### config.mk
export PLATFORM = sky130hd
export DESIGN_NAME = wb_merge_unit_flat
export DESIGN_NICKNAME = d
export VERILOG_FILES = /design/src/rtl/wb_merge_unit_if.sv /design/src/rtl/wb_merge_unit.sv /design/src/flat_wrapper.sv
export SDC_FILE = /design/constraint.sdc
export NUM_CORES = 1
export LEC_CHECK = 0
export CAP_MARGIN = 0
export CORE_MARGIN = 2
export CORE_UTILIZATION = 35
export DETAILED_ROUTE_END_ITERATION = 10
export MAX_ROUTING_LAYER = met4
export PLACE_DENSITY_LB_ADDON = 0.15
export SLEW_MARGIN = 10
export SYNTH_ARGS = -nofsm -noshare
export SYNTH_HDL_FRONTEND = slang
export SYNTH_SLANG_ARGS = --single-unit
### constraint.sdc
create_clock -name clk -period 30.6 [get_ports clk]
set_input_delay 3.06 -clock clk [delete_from_list [all_inputs] [get_ports clk]]
set_output_delay 3.06 -clock clk [all_outputs]
set_load 0.01 [all_outputs]
### src/rtl/wb_merge_unit_if.sv
// wb_merge_unit_if: producer request channels and register-file write port of wb_merge_unit.
//   srcValid/srcReady/srcAddr/srcData : NUM_SRC packed valid/ready request channels
//   wbEn/wbAddr/wbData                : registered register-file write port
//   drained                           : nothing queued and no write in flight
//   pendMask                          : per-register pending-write mask (only with WB_MERGE_PENDING_EN)
//   master = producer/register-file side, slave = merge unit
interface wb_merge_unit_if #(
    parameter int DATA_W  = 32,
    parameter int ADDR_W  = 5,
    parameter int NUM_SRC = 3
);
    logic [NUM_SRC-1:0]        srcValid;
    logic [NUM_SRC-1:0]        srcReady;
    logic [NUM_SRC*ADDR_W-1:0] srcAddr;
    logic [NUM_SRC*DATA_W-1:0] srcData;
    logic                      wbEn;
    logic [ADDR_W-1:0]         wbAddr;
    logic [DATA_W-1:0]         wbData;
    logic                      drained;
`ifdef WB_MERGE_PENDING_EN
    logic [2**ADDR_W-1:0]      pendMask;
`endif
    modport master (
        output srcValid, srcAddr, srcData,
        input  srcReady, wbEn, wbAddr, wbData, drained
`ifdef WB_MERGE_PENDING_EN
        , input pendMask
`endif
    );
    modport slave (
        input  srcValid, srcAddr, srcData,
        output srcReady, wbEn, wbAddr, wbData, drained
`ifdef WB_MERGE_PENDING_EN
        , output pendMask
`endif
    );
endinterface

### src/rtl/wb_merge_unit.sv
// wb_merge_unit: merges NUM_SRC writeback producers through per-channel FIFOs onto one registered register-file write port.
//   clk : rising-edge clock
//   rst : asynchronous active-high reset
//   bus : wb_merge_unit_if.slave (srcValid/srcReady/srcAddr/srcData in, wbEn/wbAddr/wbData/drained out)
//   Optional macro WB_MERGE_PENDING_EN adds bus.pendMask, a per-register pending-write scoreboard.
module wb_merge_unit #(
    parameter int DATA_W     = 32,
    parameter int ADDR_W     = 5,
    parameter int NUM_SRC    = 3,
    parameter int FIFO_DEPTH = 4
) (
    input logic             clk,
    input logic             rst,
    wb_merge_unit_if.slave  bus
);
    localparam int PW = $clog2(FIFO_DEPTH);
    localparam int CW = PW + 1;
    localparam int SW = $clog2(NUM_SRC);

    logic [ADDR_W-1:0]             addr_mem_q [NUM_SRC][FIFO_DEPTH];
    logic [ADDR_W-1:0]             addr_mem_d [NUM_SRC][FIFO_DEPTH];
    logic [DATA_W-1:0]             data_mem_q [NUM_SRC][FIFO_DEPTH];
    logic [DATA_W-1:0]             data_mem_d [NUM_SRC][FIFO_DEPTH];
    logic [NUM_SRC-1:0][PW-1:0]    wr_ptr_q, wr_ptr_d, rd_ptr_q, rd_ptr_d;
    logic [NUM_SRC-1:0][CW-1:0]    count_q, count_d;
    logic [SW-1:0]                 rr_ptr_q, rr_ptr_d;
    logic                          wb_en_q, wb_en_d;
    logic [ADDR_W-1:0]             wb_addr_q, wb_addr_d;
    logic [DATA_W-1:0]             wb_data_q, wb_data_d;
    logic [NUM_SRC-1:0]            ready, push, pop;
    logic                          grant_valid;
    logic [SW-1:0]                 grant;
    logic [ADDR_W-1:0]             head_addr;
    logic [DATA_W-1:0]             head_data;

    // Round-robin search: scanning offsets from high to low lets the lowest
    // non-empty offset from rr_ptr_q win.
    always_comb begin
        grant_valid = 1'b0;
        grant       = '0;
        for (int k = NUM_SRC - 1; k >= 0; k--) begin
            if (count_q[(int'(rr_ptr_q) + k) % NUM_SRC] != '0) begin
                grant_valid = 1'b1;
                grant       = SW'((int'(rr_ptr_q) + k) % NUM_SRC);
            end
        end
        head_addr = addr_mem_q[grant][rd_ptr_q[grant]];
        head_data = data_mem_q[grant][rd_ptr_q[grant]];
    end

    always_comb begin
        addr_mem_d = addr_mem_q;
        data_mem_d = data_mem_q;
        wr_ptr_d   = wr_ptr_q;
        rd_ptr_d   = rd_ptr_q;
        count_d    = count_q;
        ready      = '0;
        push       = '0;
        pop        = '0;
        for (int i = 0; i < NUM_SRC; i++) begin
            // Readiness is pure FIFO state, so a full FIFO refuses even while popping.
            ready[i] = count_q[i] != CW'(FIFO_DEPTH);
            push[i]  = bus.srcValid[i] && ready[i];
            pop[i]   = grant_valid && (grant == SW'(i));
            if (push[i]) begin
                addr_mem_d[i][wr_ptr_q[i]] = bus.srcAddr[i*ADDR_W +: ADDR_W];
                data_mem_d[i][wr_ptr_q[i]] = bus.srcData[i*DATA_W +: DATA_W];
            end
            wr_ptr_d[i] = wr_ptr_q[i] + PW'(push[i]);
            rd_ptr_d[i] = rd_ptr_q[i] + PW'(pop[i]);
            count_d[i]  = count_q[i] + CW'(push[i]) - CW'(pop[i]);
        end
        rr_ptr_d  = !grant_valid ? rr_ptr_q : (grant == SW'(NUM_SRC - 1)) ? '0 : grant + 1'b1;
        // Register-0 writes are consumed but never raise the write enable.
        wb_en_d   = grant_valid && (head_addr != '0);
        wb_addr_d = grant_valid ? head_addr : wb_addr_q;
        wb_data_d = grant_valid ? head_data : wb_data_q;
    end

    always_ff @(posedge clk or posedge rst) begin
        if (rst) begin
            addr_mem_q <= '{default: '0};
            data_mem_q <= '{default: '0};
            wr_ptr_q   <= '0;
            rd_ptr_q   <= '0;
            count_q    <= '0;
            rr_ptr_q   <= '0;
            wb_en_q    <= 1'b0;
            wb_addr_q  <= '0;
            wb_data_q  <= '0;
        end else begin
            addr_mem_q <= addr_mem_d;
            data_mem_q <= data_mem_d;
            wr_ptr_q   <= wr_ptr_d;
            rd_ptr_q   <= rd_ptr_d;
            count_q    <= count_d;
            rr_ptr_q   <= rr_ptr_d;
            wb_en_q    <= wb_en_d;
            wb_addr_q  <= wb_addr_d;
            wb_data_q  <= wb_data_d;
        end
    end

    assign bus.srcReady = ready;
    assign bus.wbEn     = wb_en_q;
    assign bus.wbAddr   = wb_addr_q;
    assign bus.wbData   = wb_data_q;
    assign bus.drained  = (count_q == '0) && !wb_en_q;

`ifdef WB_MERGE_PENDING_EN
    // One counter per register: worst case every FIFO slot plus the output register target it.
    localparam int PCW = $clog2(NUM_SRC * FIFO_DEPTH + 2);
    logic [2**ADDR_W-1:0][PCW-1:0] pend_cnt_q, pend_cnt_d;
    logic [2**ADDR_W-1:0]          pend_mask;

    // Register-0 entries are never counted, matching their suppressed write enable.
    always_comb begin
        pend_cnt_d = pend_cnt_q;
        for (int i = 0; i < NUM_SRC; i++) begin
            if (push[i] && (bus.srcAddr[i*ADDR_W +: ADDR_W] != '0))
                pend_cnt_d[bus.srcAddr[i*ADDR_W +: ADDR_W]] = pend_cnt_d[bus.srcAddr[i*ADDR_W +: ADDR_W]] + 1'b1;
        end
        if (wb_en_q)
            pend_cnt_d[wb_addr_q] = pend_cnt_d[wb_addr_q] - 1'b1;
        pend_mask = '0;
        for (int r = 1; r < 2**ADDR_W; r++)
            pend_mask[r] = |pend_cnt_q[r];
    end

    always_ff @(posedge clk or posedge rst) begin
        if (rst) pend_cnt_q <= '0;
        else     pend_cnt_q <= pend_cnt_d;
    end

    assign bus.pendMask = pend_mask;
`endif
endmodule

### src/flat_wrapper.sv
// flat-port wrapper written by rule: the top's interface ports become plain ports
module wb_merge_unit_flat 
#(
    parameter int DATA_W     = 32,
    parameter int ADDR_W     = 5,
    parameter int NUM_SRC    = 3,
    parameter int FIFO_DEPTH = 4
)
  (clk, rst, bus_srcValid, bus_srcAddr, bus_srcData, bus_srcReady, bus_wbEn, bus_wbAddr, bus_wbData, bus_drained);
  wb_merge_unit_if #(.DATA_W(DATA_W), .ADDR_W(ADDR_W), .NUM_SRC(NUM_SRC)) bus_i ();
  input logic clk;
  input logic rst;
  input wire logic [$bits(bus_i.srcValid)-1:0] bus_srcValid;
  input wire logic [$bits(bus_i.srcAddr)-1:0] bus_srcAddr;
  input wire logic [$bits(bus_i.srcData)-1:0] bus_srcData;
  output wire logic [$bits(bus_i.srcReady)-1:0] bus_srcReady;
  output wire logic [$bits(bus_i.wbEn)-1:0] bus_wbEn;
  output wire logic [$bits(bus_i.wbAddr)-1:0] bus_wbAddr;
  output wire logic [$bits(bus_i.wbData)-1:0] bus_wbData;
  output wire logic [$bits(bus_i.drained)-1:0] bus_drained;
  assign bus_i.srcValid = bus_srcValid;
  assign bus_i.srcAddr = bus_srcAddr;
  assign bus_i.srcData = bus_srcData;
  assign bus_srcReady = bus_i.srcReady;
  assign bus_wbEn = bus_i.wbEn;
  assign bus_wbAddr = bus_i.wbAddr;
  assign bus_wbData = bus_i.wbData;
  assign bus_drained = bus_i.drained;
  wb_merge_unit #(.DATA_W(DATA_W), .ADDR_W(ADDR_W), .NUM_SRC(NUM_SRC), .FIFO_DEPTH(FIFO_DEPTH)) u_core (.clk(clk), .rst(rst), .bus(bus_i));
endmodule
; ---- After elaboration in Yosys (flattened, before gate mapping)
; Cells that the tools add are included.
[op_classes]
n_eq_ne = 5
n_reduce_logical = 18
n_addsub = 15
div = 3
order_cmp = 12
bitwise_logic = 5
mux = 48
[ops]
columns = operator, count
row1 = 128-bit bitwise mux, 3
row2 = 128-bit binary-select mux with 2-bit select, 1
row3 = 128-bit 2-to-1 mux, 2
row4 = 32-bit demux with 2-bit select, 3
row5 = 32-bit 2-to-1 mux, 5
row6 = "32-bit by 4-bit less-than comparator with 1-bit output, second input constant", 3
row7 = 32-bit binary-select mux with 2-bit select, 1
row8 = "32-bit by 3-bit remainder unit with 32-bit output, second input constant", 2
row9 = 20-bit bitwise mux, 3
row10 = 20-bit binary-select mux with 2-bit select, 1
row11 = 20-bit 2-to-1 mux, 2
row12 = "3-bit by 3-bit remainder unit with 32-bit output, second input constant", 1
row13 = 5-bit demux with 2-bit select, 3
row14 = 5-bit 2-to-1 mux, 5
row15 = 3-bit binary-select mux with 2-bit select, 3
row16 = 3-bit 2-to-1 mux, 6
row17 = "3-bit greater-or-equal comparator, second input constant", 5
row18 = 2-bit NOT with 3-bit output, 5
row19 = 2-bit by 1-bit adder with 2-bit output, 6
row20 = 1-bit logical AND, 11
row21 = 5-bit binary-select mux with 2-bit select, 1
row22 = 2-bit 2-to-1 mux, 5
row23 = 3-bit by 1-bit adder with 3-bit output, 3
row24 = 9-bit zero test, 1
row25 = other kinds (15), 25
[totals]
inputBits = 116
output_inout_bits = 42
regBits = 505
wordCells = 143

; ---- Longest topological paths before layout
[depth]
depth_word = 18
depth_mapped = 17
depth_no_buf = 13

; ---- Worst setup path before layout
; OpenSTA, ideal clock, no wires.
[synth_timing]
path_kind = input -> register
startpoint = in bus_srcValid[0]
endpoint = reg u_core.addr_mem_q[55] (netlist bit)
setup_slack_ns = 25.893
arrival_time_ns = 4.582
path_stages = 6
setup_time_ns = 0.125
required_ns = 30.475
path_buffers = 3
cell_sequence = and2_1 -> clkbuf_1 -> nor3b_1 -> buf_1 -> clkbuf_1 -> mux2_2
[synth_between]
elab_chain_cells = 1
[synth_rtl]
columns = element, line
row1 = start: declaration, flat_wrapper.sv:13  ; input wire logic [$bits(bus_i.srcValid)-1:0] bus_srcValid;
row2 = 1-bit logical AND, wb_merge_unit.sv:63  ; push[i] = bus.srcValid[i] && ready[i];
row3 = end signal: assignment, wb_merge_unit.sv:92  ; addr_mem_q <= addr_mem_d;
row4 = end: declaration, wb_merge_unit.sv:20  ; logic [ADDR_W-1:0] addr_mem_q [NUM_SRC][FIFO_DEPTH];
; Every way passes these cells.
; A chain may end at the register's enable or synchronous reset.

==> results.md <==
- CP peak stage delay: 0.84 ns
- Fin. max-slew vios: 0
- Most common cell on crit path: buf_4
- Area grow syn2layout: 19.4%
- CTS root buf: clkbuf_16
- Post-cts repair resize count: 0
- DR vias: 14400
- Worst-margin pin slew: 1.04 ns
- Clock sinks: 505
- Die width: 256 um
- Clk_lat worst skew: 0.62 ns
- Worst EP required: 31.21 ns
- Worst setup EP type: asynchronous set/reset pin
- CTS tree: done
- Slowest cell on the critical path: buf_4
- Fin Setup TNS: 0 ns
- Crit-path max FO: 125
- Largest net degree at the start of global routing: 126
- Vias per cell: 5.38
- Core box area: 0.0630 mm^2
- Slew HR: 30.8%
- Post-CTS Setup Bufs: 0
- Minimum clock period: 6.10 ns
- Crit-path cells: clkdlybuf4s50_1 -> inv_8 -> buf_4 -> buf_4 -> buf_4
- Final Skew: 0.0180 ns
- 1st-pass router iterations: 5
- Arr. time, crit path: 6.71 ns
- Worst path top cell family by delay: buffers and inverters
- Number of synthesized flops with an enable pin: 0
- Cts bufs inserted: 56
- Clock Path Buffers: 3
- Net count after synthesis: 1808
- Die ar.: 0.0656 mm^2
- Post-synth ARST share: 100%
- Cts hold-fix bufs: 0
- Total wire length: 62000 um
- Synth cell types: 56
- First-pass GRT wire length: 96300 um
- Antenna-violating nets left: 0
- Max Cap Viol: 0
- Gr usage total: 19.6%
- Hold Crit Start: u_core.rd_ptr_q[5]$_DFF_PP0_
- # DRC: 0
- Top cell type by total area after synthesis: dfrtp_1
- Status: finished, final reports clean
- Seq cells post-synth: 505
- Kind of critical path: input port to asynchronous set/reset pin
- Initial antenna violation count: 3
- Cells after Synth: 1679
- Synth top area cells: dfrtp_1 57%, mux2_2 22%, a22o_1 2.8%
- Register area: 0.0126 mm^2
- Std-Cell Rows: 92
- Depth of the CTS H-tree: 2
- Post-DP HPWL: 34500 um
- Number of global-route vias before repair: 15300
- Fin. Hold Viols: 0
- Hold Path Class: flip-flop to flip-flop
- Io pins: 158
- Worst Setup Start Kind: input port
- IO buf count: 157
- Seq/Total Area, Yosys: 56.8%
- Fillers: 5868
- CP Buf/Inv Count: 5
- Clock slew at reported path FFs: 0.06 ns
- RSZ-0062 raised after global routing: no
- DRT iter0 DRCs: 795
- Worst flop-to-flop path startpoint: u_core.rr_ptr_q[1]$_DFFE_PP0P_
- Routability cong.: 0.711
- Top cell type's share of synthesized area: 56.8%
- Tcrit/Tclk final: 19.9%
- Cell Area, Synth: 0.0222 mm^2
- Final nets: 1919
- Yosys warning count: 0
- Main synth FF type: dfrtp_1
- Origin of the worst setup path: rst
- Die H: 256 um
- Initial core utilization: 35.3%
- Fmax: 0.164 GHz
- Share of cells above drive strength 1: 32.1%
- Multi-input gate area: 0.00905 mm^2
- Avg WL per Cell: 23.1 um
- Global route overflow: 0
- Synthesized area per cell: 13.2 um^2
- Setup Viol. Count Final: 0
-- cells by family after synthesis --
family / share of synthesized area, %
mux: 22.8
flops: 56.8
buf+inv: 2.79
fa+ha+maj: 0.833
simple gates: 3.50
compound gates: 12.6
xor+xnor: 0.591
-- path summary, 6_finish.rpt --
check                                                      to  slack [ns]  depth (start not counted)
hold reg to reg                  u_core.rd_ptr_q[5]$_DFF_PP0_        0.48                          1
setup reg to reg                    u_core.bus.wbEn$_DFF_PP0_       25.36                         12
hold / removal                   u_core.rd_ptr_q[5]$_DFF_PP0_        0.48                          1
setup / recovery           u_core.data_mem_q[356]$_DFFE_PP0P_       24.50                          5
max in group clk                                  bus_drained       25.01                          4
min in group asynchronous         u_core.count_q[7]$_DFF_PP0_        3.04                          2
-- through the flow --
| step | worst slack [ns] | std cells | hold slack [ns] | cell area (um^2) | util (%) |
|---|---|---|---|---|---|
| 3_3_place_gp | 23.80 | 2578 | 0.456 | 24600 | 39.0 |
| 2_1_floorplan | 13.44 | 1679 | 0.436 | 22200 | - |
| 5_1_grt | 23.95 | 2685 | 0.511 | 26600 | 42.2 |
| 4_1_cts | 24.35 | 2682 | 0.486 | 26500 | 42.2 |
| 3_5_place_dp | 23.70 | 2578 | 0.473 | 24600 | 39.0 |
| 6_report | 24.50 | 2685 | 0.478 | 26600 | 42.2 |
-- registers in the layout, summed over array words and instances, names as in the netlist --
register / count
u_core.addr_mem_q: 60
u_core.data_mem_q: 384
u_core.rd_ptr_q: 6
u_core.count_q: 9
u_core.bus.wbAddr: 5
u_core.rr_ptr_q: 2
u_core.bus.wbEn: 1
u_core.bus.wbData: 32
u_core.wr_ptr_q: 6
-- cells in the mapped netlist, drive strengths merged (2+ instances only) --
cell and n:
nor3 5, o21ai 44, a22o 70, inv 14, or3 3, a311oi 33, nor4 2, nand3 6
nand3b 4, nor3b 2, mux2 444, xor2 4, nor2 5, nor4b 2, fa 3, a221oi 7
dfrtp 505, a22oi 73, nor2b 2, buf 53, clkbuf 76, a31oi 37, and3 6, or2 2
nand2 123, xnor2 11, and2 3, o221ai 2, a21oi 37, nand2b 4, a211oi 71, mux2i 7
ha 10
-- layout by cell type (no fill, tap or decap), types with 12 or more instances in the layout --
cell type | Yosys | routed
a31oi_1 | 37 | 37
clkdlybuf4s50_1 | 0 | 157
a22o_1 | 70 | 70
a211oi_1 | 70 | 70
inv_1 | 13 | 12
dfrtp_1 | 505 | 505
clkbuf_16 | 0 | 56
o21ai_0 | 24 | 24
a311oi_1 | 33 | 33
buf_4 | 4 | 25
nand2_1 | 123 | 121
a22oi_1 | 73 | 73
clkbuf_8 | 0 | 15
clkinv_2 | 0 | 13
a21oi_1 | 37 | 37
o21ai_1 | 19 | 19
mux2_2 | 444 | 444
-- metal layers --
metal / vias to the layer above / share of wire [%] / GRT usage (%)
met4: 0 / 1.8 / 4.84
met5: - / 0 / -
met2: 272 / 49 / 32.1
met1: 7588 / 46 / 25.9
met3: 78 / 3.8 / 2.63
li1: 6510 / - / -
-- area by class of cell --
class,instances,area share [%]
tap,846,3.99
clock buffer,78,6.15
timing repair buffer,182,6.63
clock inverter,26,1.31
antenna,3,0.0283
inverter,14,0.226
sequential,505,47.6
multi-input combinational,1031,34.1
Power is not shown: default switching activity piles up to over one toggle a cycle in this logic, so the estimate is an artifact.
